File: src/rtl/stash_scan_table_pipe.sv
// stash_scan_table_pipe
// ---------------------------------------------------------------------------
// Decides, for each candidate stash entry, which bucket level of the current
// ORAM path it is written back to, and records it in a path-shaped table of
// (ORAML+1)*ORAMZ slots. The table is streamed out on a ready/valid drain
// port (optionally hiding empty slots) and is then cleared in the background.
//
// Ports
//   Clock, Reset        system clock, asynchronous active-high reset
//   CurrentLeaf         leaf of the path being written back
//   InLeaf/InSAddr      candidate leaf and stash address
//   InValid/InReady     candidate handshake (InReady only in SCAN)
//   OutSAddr            registered copy of the accepted candidate address
//   OutAccepted         candidate was placed in the table
//   OutValid            decision valid (1 cycle after the input handshake)
//   DrainStart          pulse in SCAN: start streaming the table
//   OutSTAddr/OutSTLevel  drained entry and its level (addr / ORAMZ)
//   OutSTValid/OutSTReady drain handshake
//   DrainDone           pulse after the last drained entry
//   Busy                high in INIT, DRAIN and CLEAR
// ---------------------------------------------------------------------------
module stash_scan_table_pipe #(
    parameter int ORAML        = 32,
    parameter int ORAMZ        = 4,
    parameter int StashEAWidth = 7,
    parameter int SkipNull     = 0
) (
    input  logic                           Clock,
    input  logic                           Reset,
    input  logic [ORAML-1:0]               CurrentLeaf,
    input  logic [ORAML-1:0]               InLeaf,
    input  logic [StashEAWidth-1:0]        InSAddr,
    input  logic                           InValid,
    output logic                           InReady,
    output logic [StashEAWidth-1:0]        OutSAddr,
    output logic                           OutAccepted,
    output logic                           OutValid,
    input  logic                           DrainStart,
    output logic [StashEAWidth-1:0]        OutSTAddr,
    output logic [$clog2(ORAML+1)-1:0]     OutSTLevel,
    output logic                           OutSTValid,
    input  logic                           OutSTReady,
    output logic                           DrainDone,
    output logic                           Busy
);

    localparam int Depth = (ORAML + 1) * ORAMZ;
    localparam int AW    = $clog2(Depth);
    localparam int CW    = $clog2(ORAMZ + 1);
    localparam int LW    = $clog2(ORAML + 1);
    localparam logic [StashEAWidth-1:0] SNULL = {StashEAWidth{1'b1}};

    typedef enum logic [1:0] {
        ST_INIT  = 2'd0,
        ST_SCAN  = 2'd1,
        ST_DRAIN = 2'd2,
        ST_CLEAR = 2'd3
    } state_t;

    state_t                  state_r;
    state_t                  state_s;
    logic [AW-1:0]           clr_idx_r;
    logic                    clr_last_s;
    logic [CW-1:0]           cnt_r [0:ORAML];
    logic [StashEAWidth-1:0] table_r [0:Depth-1];

    // placement
    logic [ORAML-1:0]        xor_s;
    logic [LW-1:0]           depth_s;
    logic                    found_s;
    logic [LW-1:0]           sel_lvl_s;
    logic [AW-1:0]           place_addr_s;
    logic                    fire_s;

    // table write port
    logic                    wr_en_s;
    logic [AW-1:0]           wr_addr_s;
    logic [StashEAWidth-1:0] wr_data_s;

    // drain read side
    logic [AW-1:0]           rd_ptr_r;
    logic [LW-1:0]           rd_lvl_r;
    logic [CW-1:0]           rd_slot_r;
    logic                    issue_done_r;
    logic                    rd_valid_r;
    logic [StashEAWidth-1:0] rd_data_r;
    logic [LW-1:0]           rd_dlvl_r;
    logic                    issue_s;
    logic                    skip_s;
    logic                    push_s;
    logic                    pop_s;
    logic [1:0]              occ_s;
    logic                    drain_fin_s;

    // drain output register plus one skid slot
    logic                    ov_r;
    logic [StashEAWidth-1:0] out_addr_r;
    logic [LW-1:0]           out_lvl_r;
    logic                    sv_r;
    logic [StashEAWidth-1:0] sk_addr_r;
    logic [LW-1:0]           sk_lvl_r;
    logic                    done_r;

    // decision registers
    logic                    dec_valid_r;
    logic                    dec_acc_r;
    logic [StashEAWidth-1:0] dec_saddr_r;

    assign InReady     = (state_r == ST_SCAN);
    assign Busy        = (state_r != ST_SCAN);
    assign fire_s      = InValid & InReady;
    assign clr_last_s  = (clr_idx_r == AW'(Depth - 1));
    assign OutValid    = dec_valid_r;
    assign OutAccepted = dec_acc_r;
    assign OutSAddr    = dec_saddr_r;
    assign OutSTValid  = ov_r;
    assign OutSTAddr   = out_addr_r;
    assign OutSTLevel  = out_lvl_r;
    assign DrainDone   = done_r;

    // Common path depth and deepest non-full level that the candidate may use
    always_comb begin
        xor_s        = InLeaf ^ CurrentLeaf;
        depth_s      = LW'(ORAML);
        found_s      = 1'b0;
        sel_lvl_s    = '0;
        place_addr_s = '0;
        // Walk MSB to LSB so the lowest differing bit wins: d = trailing equal bits.
        for (int i = ORAML - 1; i >= 0; i--) begin
            depth_s = xor_s[i] ? LW'(i) : depth_s;
        end
        // Later (deeper) eligible levels override earlier ones.
        for (int k = 0; k <= ORAML; k++) begin
            if ((LW'(k) <= depth_s) && (cnt_r[k] < CW'(ORAMZ))) begin
                found_s      = 1'b1;
                sel_lvl_s    = LW'(k);
                place_addr_s = AW'(k * ORAMZ) + AW'(cnt_r[k]);
            end else begin
                found_s      = found_s;
            end
        end
    end

    // Table write port: SNULL sweep in INIT/CLEAR, placements in SCAN
    always_comb begin
        wr_en_s   = 1'b0;
        wr_addr_s = '0;
        wr_data_s = SNULL;
        case (state_r)
            ST_INIT, ST_CLEAR: begin
                wr_en_s   = 1'b1;
                wr_addr_s = clr_idx_r;
                wr_data_s = SNULL;
            end
            ST_SCAN: begin
                wr_en_s   = fire_s & found_s;
                wr_addr_s = place_addr_s;
                wr_data_s = InSAddr;
            end
            default: begin
                wr_en_s   = 1'b0;
            end
        endcase
    end

    // Drain flow control: at most two entries held or in flight, counting the pop
    always_comb begin
        pop_s       = ov_r & OutSTReady;
        skip_s      = (SkipNull != 0) ? (rd_data_r == SNULL) : 1'b0;
        push_s      = rd_valid_r & ~skip_s;
        occ_s       = 2'(ov_r) + 2'(sv_r) + 2'(rd_valid_r);
        issue_s     = (state_r == ST_DRAIN) && !issue_done_r &&
                      (occ_s < (2'd2 + 2'(pop_s)));
        drain_fin_s = (state_r == ST_DRAIN) && issue_done_r && !rd_valid_r &&
                      !sv_r && (!ov_r || pop_s);
    end

    // Next-state logic
    always_comb begin
        state_s = state_r;
        case (state_r)
            ST_INIT: begin
                if (clr_last_s) state_s = ST_SCAN;
                else            state_s = ST_INIT;
            end
            ST_SCAN: begin
                if (DrainStart) state_s = ST_DRAIN;
                else            state_s = ST_SCAN;
            end
            ST_DRAIN: begin
                if (drain_fin_s) state_s = ST_CLEAR;
                else             state_s = ST_DRAIN;
            end
            ST_CLEAR: begin
                if (clr_last_s) state_s = ST_SCAN;
                else            state_s = ST_CLEAR;
            end
            default: begin
                state_s = ST_INIT;
            end
        endcase
    end

    // State register
    always_ff @(posedge Clock or posedge Reset) begin
        if (Reset) state_r <= ST_INIT;
        else       state_r <= state_s;
    end

    // Clear sweep index, returns to 0 when the sweep ends
    always_ff @(posedge Clock or posedge Reset) begin
        if (Reset) begin
            clr_idx_r <= '0;
        end else if ((state_r == ST_INIT) || (state_r == ST_CLEAR)) begin
            clr_idx_r <= clr_last_s ? '0 : (clr_idx_r + AW'(1));
        end else begin
            clr_idx_r <= '0;
        end
    end

    // Per-level occupancy; zeroed as the drain hands over to CLEAR
    always_ff @(posedge Clock or posedge Reset) begin
        if (Reset) begin
            for (int k = 0; k <= ORAML; k++) cnt_r[k] <= '0;
        end else if (drain_fin_s) begin
            for (int k = 0; k <= ORAML; k++) cnt_r[k] <= '0;
        end else if (fire_s && found_s) begin
            for (int k = 0; k <= ORAML; k++) begin
                if (sel_lvl_s == LW'(k)) cnt_r[k] <= cnt_r[k] + CW'(1);
            end
        end
    end

    // Decision outputs, one cycle after the input handshake
    always_ff @(posedge Clock or posedge Reset) begin
        if (Reset) begin
            dec_valid_r <= 1'b0;
            dec_acc_r   <= 1'b0;
            dec_saddr_r <= '0;
        end else begin
            dec_valid_r <= fire_s;
            dec_acc_r   <= fire_s & found_s;
            if (fire_s) dec_saddr_r <= InSAddr;
        end
    end

    // Table storage: one write port, one synchronous read port for the drain
    always_ff @(posedge Clock) begin
        if (wr_en_s) table_r[wr_addr_s] <= wr_data_s;
        if (issue_s) rd_data_r <= table_r[rd_ptr_r];
    end

    // Drain read pointer with level/slot tracking (avoids a divider)
    always_ff @(posedge Clock or posedge Reset) begin
        if (Reset) begin
            rd_ptr_r     <= '0;
            rd_lvl_r     <= '0;
            rd_slot_r    <= '0;
            issue_done_r <= 1'b0;
            rd_valid_r   <= 1'b0;
            rd_dlvl_r    <= '0;
        end else begin
            rd_valid_r <= issue_s;
            if (state_r != ST_DRAIN) begin
                rd_ptr_r     <= '0;
                rd_lvl_r     <= '0;
                rd_slot_r    <= '0;
                issue_done_r <= 1'b0;
            end else if (issue_s) begin
                rd_dlvl_r <= rd_lvl_r;
                if (rd_ptr_r == AW'(Depth - 1)) issue_done_r <= 1'b1;
                else                             rd_ptr_r     <= rd_ptr_r + AW'(1);
                if (rd_slot_r == CW'(ORAMZ - 1)) begin
                    rd_slot_r <= '0;
                    rd_lvl_r  <= rd_lvl_r + LW'(1);
                end else begin
                    rd_slot_r <= rd_slot_r + CW'(1);
                end
            end
        end
    end

    // Output register + skid: data held stable until accepted
    always_ff @(posedge Clock or posedge Reset) begin
        if (Reset) begin
            ov_r       <= 1'b0;
            out_addr_r <= '0;
            out_lvl_r  <= '0;
            sv_r       <= 1'b0;
            sk_addr_r  <= '0;
            sk_lvl_r   <= '0;
        end else if (state_r != ST_DRAIN) begin
            ov_r <= 1'b0;
            sv_r <= 1'b0;
        end else if (pop_s || !ov_r) begin
            if (sv_r) begin
                ov_r       <= 1'b1;
                out_addr_r <= sk_addr_r;
                out_lvl_r  <= sk_lvl_r;
                sv_r       <= push_s;
                sk_addr_r  <= rd_data_r;
                sk_lvl_r   <= rd_dlvl_r;
            end else begin
                ov_r <= push_s;
                if (push_s) begin
                    out_addr_r <= rd_data_r;
                    out_lvl_r  <= rd_dlvl_r;
                end
            end
        end else if (push_s) begin
            sv_r      <= 1'b1;
            sk_addr_r <= rd_data_r;
            sk_lvl_r  <= rd_dlvl_r;
        end
    end

    // Drain completion pulse
    always_ff @(posedge Clock or posedge Reset) begin
        if (Reset) done_r <= 1'b0;
        else       done_r <= drain_fin_s;
    end

endmodule
File: config.mk
export PLATFORM = sky130hd
export DESIGN_NAME = stash_scan_table_pipe
export DESIGN_NICKNAME = d
export VERILOG_FILES = /design/src/rtl/stash_scan_table_pipe.sv
export SDC_FILE = /design/constraint.sdc
export NUM_CORES = 1
export LEC_CHECK = 0
export CAP_MARGIN = 10
export CELL_PAD_IN_SITES_DETAIL_PLACEMENT = 0
export CELL_PAD_IN_SITES_GLOBAL_PLACEMENT = 2
export CORE_MARGIN = 10
export CORE_UTILIZATION = 51
export DETAILED_ROUTE_END_ITERATION = 16
export PLACE_DENSITY = 0.95
export SYNTH_ARGS = -nofsm -noshare
export SYNTH_HDL_FRONTEND = slang
export SYNTH_SLANG_ARGS = --single-unit
File: constraint.sdc
create_clock -name Clock -period 16.02 [get_ports Clock]
set_clock_uncertainty 0.2 [all_clocks]
set_input_delay 4.806 -clock Clock [delete_from_list [all_inputs] [get_ports Clock]]
set_output_delay 4.806 -clock Clock [all_outputs]
set_load 0.01 [all_outputs]
# --- Word level (Yosys, flattened, before mapping) ---
# Memory sizes are Yosys's and may differ from the RTL's. A register that Yosys moved wholly into a read port is not among the register bits.
# Index checks and enable logic that the tools add are counted.
word_totals:
  ff_bits: 172
  ramBits: 924
  in_bits: 76
  output_inout_bits: 26
  word_cells: 571
  memories: 1
classes:
  add_sub_neg: 72
  n_lt_le_gt_ge: 67
  n_eq_ne: 42
  mux: 204
  bitwise: 5
  n_reduce_logical: 129
memory_table:
  columns: ["name", "depth", "width", "rd", "rd_ports_with_merged_regs", "write_ports", "line", "source"]
  rows:
  - ["table_r", 132, 7, 1, 1, 1, "65", "logic [StashEAWidth-1:0] table_r [0:Depth-1];"]
op_table:
  columns: ["cell", "n"]
  rows:
  - ["$mux 6", 70]
  - ["$mux 8", 36]
  - ["$mux 99", 2]
  - ["$add 7x3->8 const A", 16]
  - ["$mux 3", 37]
  - ["$add 3x1->3 const B", 34]
  - ["$lt 3x3->1 const B", 33]
  - ["$eq 6x5->1 const B", 16]
  - ["$le 5x6->1 const A", 16]
  - ["$reduce_bool 2->1", 40]
  - ["$reduce_and 2->1", 37]
  - ["$add 6x3->7 const A", 8]
  - ["$eq 6x4->1 const B", 8]
  - ["$le 4x6->1 const A", 8]
  - ["$mux 1", 48]
  - ["$logic_and 1x1->1", 40]
  - ["$mux 7", 5]
  - ["$xor 32x32->32", 1]
  - ["$add 5x3->6 const A", 4]
  - ["$eq 6x3->1 const B", 4]
  - ["$le 3x6->1 const A", 4]
  - ["$add 8x1->8 const B", 2]
  - ["$eq 8x8->1 const B", 2]
  - ["$pmux 8 s2", 1]
  - ["other kinds (32)", 47]

# --- Longest topological paths before layout ---
depth:
  depth_word: 72
  mapped_depth: 16
  mapped_depth_nobuf: 13

# --- Worst setup path after synthesis ---
# Ideal clock, no wire load.
synth_timing:
  kind: "input port to flip-flop"
  from: "input port CurrentLeaf[12]"
  to: "memory table_r[119][1], enable pin"
  setup_time_ns: 0.380
  t_arrival_ns: 8.426
  required_ns: 15.440
  path_slack_ns: 7.014
  stages: 14
  n_path_buf: 2
  path_cell_list: "xnor2_1 -> nand4_2 -> a311oi_4 -> o21ai_2 -> a21oi_1 -> buf_2 -> a31o_2 -> a21oi_1 -> o311ai_1 -> a31oi_1 -> o31a_1 -> or4_1 -> clkbuf_1 -> nor3_1"
synth_via:
  elab_chain_len: 53
  elab_cells_between_ends: 151
  cone_classes: "order compare (33); mux (83); bitwise (2); reduce/logical (33)"
synth_rtl:
  columns: ["element", "line", "source"]
  rows:
  - ["start: declaration", "30", "input logic [ORAML-1:0] CurrentLeaf,"]
  - ["$xor 32x32->32 *", "123", "xor_s = InLeaf ^ CurrentLeaf;"]
  - ["$mux 6 * (13 in series)", "130", "depth_s = xor_s[i] ? LW'(i) : depth_s;"]
  - ["$le 1x6->1", "134", "if ((LW'(k) <= depth_s) && (cnt_r[k] < CW'(ORAMZ))) begin"]
  - ["$logic_and 1x1->1", "134", null]
  - ["$mux 1 (33 in series)", "134", null]
  - ["$and 1x1->1", "156", "wr_en_s = fire_s & found_s;"]
  - ["$pmux 1 s2", "149", "case (state_r)"]
  - ["$mux 1", "249", "if (wr_en_s) table_r[wr_addr_s] <= wr_data_s;"]
  - ["$mux 1 (implied by the code)", "249", null]
  - ["end: declaration", "65", null]
# Every way passes the cells marked *; elsewhere a longest branch is shown, timed or not.

# --- Final worst setup path ---
layout_timing:
  from: "input port CurrentLeaf[4]"
  to: "memory table_r[102][2], enable pin"
layout_via:
  elab_chain_len: 45
  elab_cells_between_ends: 143
  cone_classes: "order compare (33); mux (75); bitwise (2); reduce/logical (33)"
layout_rtl:
  columns: ["element", "line"]
  rows:
  - ["$xor 32x32->32 *", "123"]
  - ["$mux 6 * (5 in series)", "130"]
  - ["$le 1x6->1", "134"]
  - ["$logic_and 1x1->1", "134"]
  - ["$mux 1 (33 in series)", "134"]
  - ["$and 1x1->1", "156"]
  - ["$pmux 1 s2", "149"]
  - ["$mux 1", "249"]
  - ["$mux 1 (implied by the code)", "249"]
# Marked as above.

==> run_results.csv <==
group,metric,value,unit
timing,setup_violations,0,
timing,finalCritPeriodShare,75.2,%
finish,num_antenna_cells,0,
yosys,synthArstFlopShare,15.6,%
timing,period_minus_slack,12.05,ns
routing,drt-pass1-iter-count,6,
finish,nNetsFinal,3041,
place,gp_congestion,0.909,
critical_path,critPathMaxFanout,17,
die,die_y,325,um
critical_path,startpoint,"CurrentLeaf[4]",
finish,drive_gt1_share,18.9,%
clock_tree,clockRootBuffer,"clkbuf_16",
critical_path,cp-end-kind,"register",
global_routing,overflow,0,
die,die_width,325,um
clock_tree,cts_buffers,106,
global_routing,grt_max_degree,99,
timing,grt_setup_unrepaired,"false",
clock_tree,cts_tree,"yes",
finish,post-route-cell-area,53500,um^2
yosys,syn_inst,2825,
place,dp_cells,4056,
yosys,synthTopCellsByArea,"edfxtp_1 59%, mux4_2 14%, dfrtp_1 9.1%",
pwr,p_per_area,110,nW/um^2
yosys,synth_seq_cells,1103,
worst_hold_path,hp-class,"register to register",
routing,detail-route-antenna-nets,0,
global_routing,grt_usage,23.1,%
yosys,synth_area_leader_cell,"edfxtp_1",
yosys,syn_area,47400,um^2
critical_path,crit_required,16.13,ns
critical_path,r2r_start,"cnt_r[92]$_DFFE_PP0P_",
yosys,synth_top_area_share,59.0,%
timing,maxSlewViolCount,0,
worst_hold_path,min-delay-start,"OutSTLevel[0]$_DFFE_PP0P_",
timing,hold_violations,0,
clock_tree,clockBufferDepth,3,
place,postPlaceCellArea,49700,um^2
run_status,outcome,"finished, final reports clean",
place,dp_hpwl,75.5,mm
place,port-buffer-count,101,
timing,max_freq,0.0830,GHz
timing,worst_pin_slew,1.28,ns
yosys,synth.most_common_cell,"edfxtp_1",
yosys,synth_fp_nets,2943,
critical_path,critPathLaunchType,"input port",
finish,seq_area,32300,um^2
clock_tree,cts_hold_buf,0,
clock_tree,cts.sinks,1103,
timing,slew_headroom,14.2,%
finish,fin_util,58.2,%
routing,drt_iter0_drc,3594,
finish,multi_input_area,14600,um^2
critical_path,cp.arrival,12.16,ns
yosys,ys_warn_count,0,
critical_path,path_class,"input port to register",
routing,wl,123,mm
job,cap_violations,0,
yosys,synth_commonest_cells,"931 x edfxtp_1, 301 x mux4_2, 238 x nor2_1",
global_routing,grt_pass1_wl,185,mm
finish,fill_cells,6700,
yosys,synth_flop_cell,"edfxtp_1",
routing,routed_via_density,6.47,
routing,vias,27568,
clock_tree,h-tree-depth,3,
yosys,synth_cell_type_count,92,
finish,final-instance-count-excl-fill,4258,
die,core_area,91900,um^2
finish,area_growth_syn_to_layout,12.8,%
clock_tree,cts.repair.resized,0,
routing,drc,0,
die,rows,111,
pwr,p_leak,17.9,nW
clock_tree,clk_pin_slew,0.06,ns
timing,fin_setup_tns,0,ns
timing,fin_hold_ws,0.282,ns
yosys,synth-edff-count,931,
pwr,ir_drop,0.000104,V
die,start_util,51.6,%
yosys,yosysSeqAreaShare,68.0,%
clock_tree,cts_setup_buffers,0,
die,die_area,106000,um^2
clock_tree,insertion_delay,0.70,ns
die,io_pins,102,
routing,wl_per_cell,28.9,um
global_routing,grt_pass1_vias,27999,
yosys,post_synth.cell_area_avg,16.8,um^2
global_routing,grt_antenna_before_repair,4,
## state kept, by name, indices dropped and copies added, names as in the netlist, 6 cells and up
signal      count
table_r       924
cnt_r          99
clr_idx_r       8
rd_ptr_r        8
OutSAddr        7
OutSTAddr       7
rd_data_r       7
sk_addr_r       7
OutSTLevel      6
rd_dlvl_r       6
rd_lvl_r        6
sk_lvl_r        6
## stage by stage
step | total power, mW | setup WS [ns]
global route | 5.99 | 3.80
finish | 5.86 | 3.97
detailed placement | 3.26 | 3.84
global placement | 3.26 | 4.06
floorplan | 3.21 | 6.35
CTS | 5.88 | 4.47
## where the power goes
part / switching, mW / internal (mW) / total [mW]
sequential: 0 / 3.07 / 3.07
clock: 1.11 / 1.54 / 2.65
combinational: 0.0907 / 0.0452 / 0.136
total: 1.20 / 4.66 / 5.86
## path summary, 6_finish.rpt
kind / to / slack, ns / cells after the start
min: OutSTLevel[0]$_DFFE_PP0P_ / 0.28 / 2
min reg2reg: OutSTLevel[0]$_DFFE_PP0P_ / 0.28 / 2
max reg2reg: table_r[102][2]$_DFFE_PP_ / 9.96 / 12
max: table_r[102][2]$_DFFE_PP_ / 3.97 / 13
min in group asynchronous: rd_lvl_r[0]$_DFFE_PP0P_ / 4.45 / 2
max in group asynchronous: cnt_r[95]$_DFFE_PP0P_ / 9.49 / 3
## worst max-delay path, cell delays in order
cell             delay, ns
clkdlybuf4s50_1       0.45
xor2_1                0.20
nor4_2                0.72
nand4_1               0.82
nor2_1                0.78
nand2_1               0.56
nand2_1               0.41
o31ai_1               0.16
a22oi_1               0.17
o21ai_1               0.14
a21oi_2               0.43
nand4_2               1.06
nor3_1                1.44
## logic make-up after synthesis
group                      count (synthesis)  share of synthesized area (%)
AOI/OAI and AO/OA                        345                           4.93
xor gates and xnor gates                  82                           1.55
adders and majority gates                 42                           1.12
buffers and inverters                    166                           1.36
DFF                                     1103                           68.0
muxes                                    367                           15.7
and+or+nand+nor                          720                           7.28
## cells in the final DEF, fill, tap and decap left out, types with 8 or more instances in the layout
cell             Yosys  routed
a211oi_1             9       9
a21oi_1             73      73
a31oi_1             23      23
and3_1              13      13
buf_4                0      33
bufinv_16            0      18
clkbuf_1            95      15
clkbuf_16            0     107
clkdlybuf4s50_1      0     101
clkinv_1             0      20
clkinv_2             0      19
dfrtp_1            172     168
edfxtp_1           931     931
ha_1                41      41
inv_1               20      18
mux2_2              14      14
mux2i_1             52      52
mux4_2             301     301
nand2_1            193     193
nand2b_1            38      31
nand3_1             40      40
nand3b_1             8       8
nand4_1             31      31
nor2_1             238     238
nor2b_1             11      11
nor3_1              56      55
nor4_1              13      12
o211ai_1            14      14
o21a_1               8       8
o21ai_0             80      80
o21ai_1              8       8
o22ai_1              8       8
o31ai_1             17      17
or3_1               23      23
or4_1               10      10
xnor2_1             41      41
xor2_1              39      39
## per-layer routing
| metal | up-vias | global-route usage, % | wire length (um) |
|---|---|---|---|
| met5 | - | 0 | 44 |
| met4 | 6 | 8.05 | 4440 |
| met3 | 275 | 4.27 | 10700 |
| met2 | 1561 | 38.9 | 62100 |
| met1 | 14251 | 30.0 | 45900 |
| li1 | 11475 | - | - |
## area by class of cell
cell class | instances | area share, %
sequential | 1103 | 60.3
multi-input combinational | 1556 | 27.3
clock buffer | 126 | 5.22
tap | 1243 | 2.91
timing repair buffer | 136 | 2.38
clock inverter | 74 | 1.75
inverter | 20 | 0.150
Note: power is estimated with default switching activity, not from simulation.
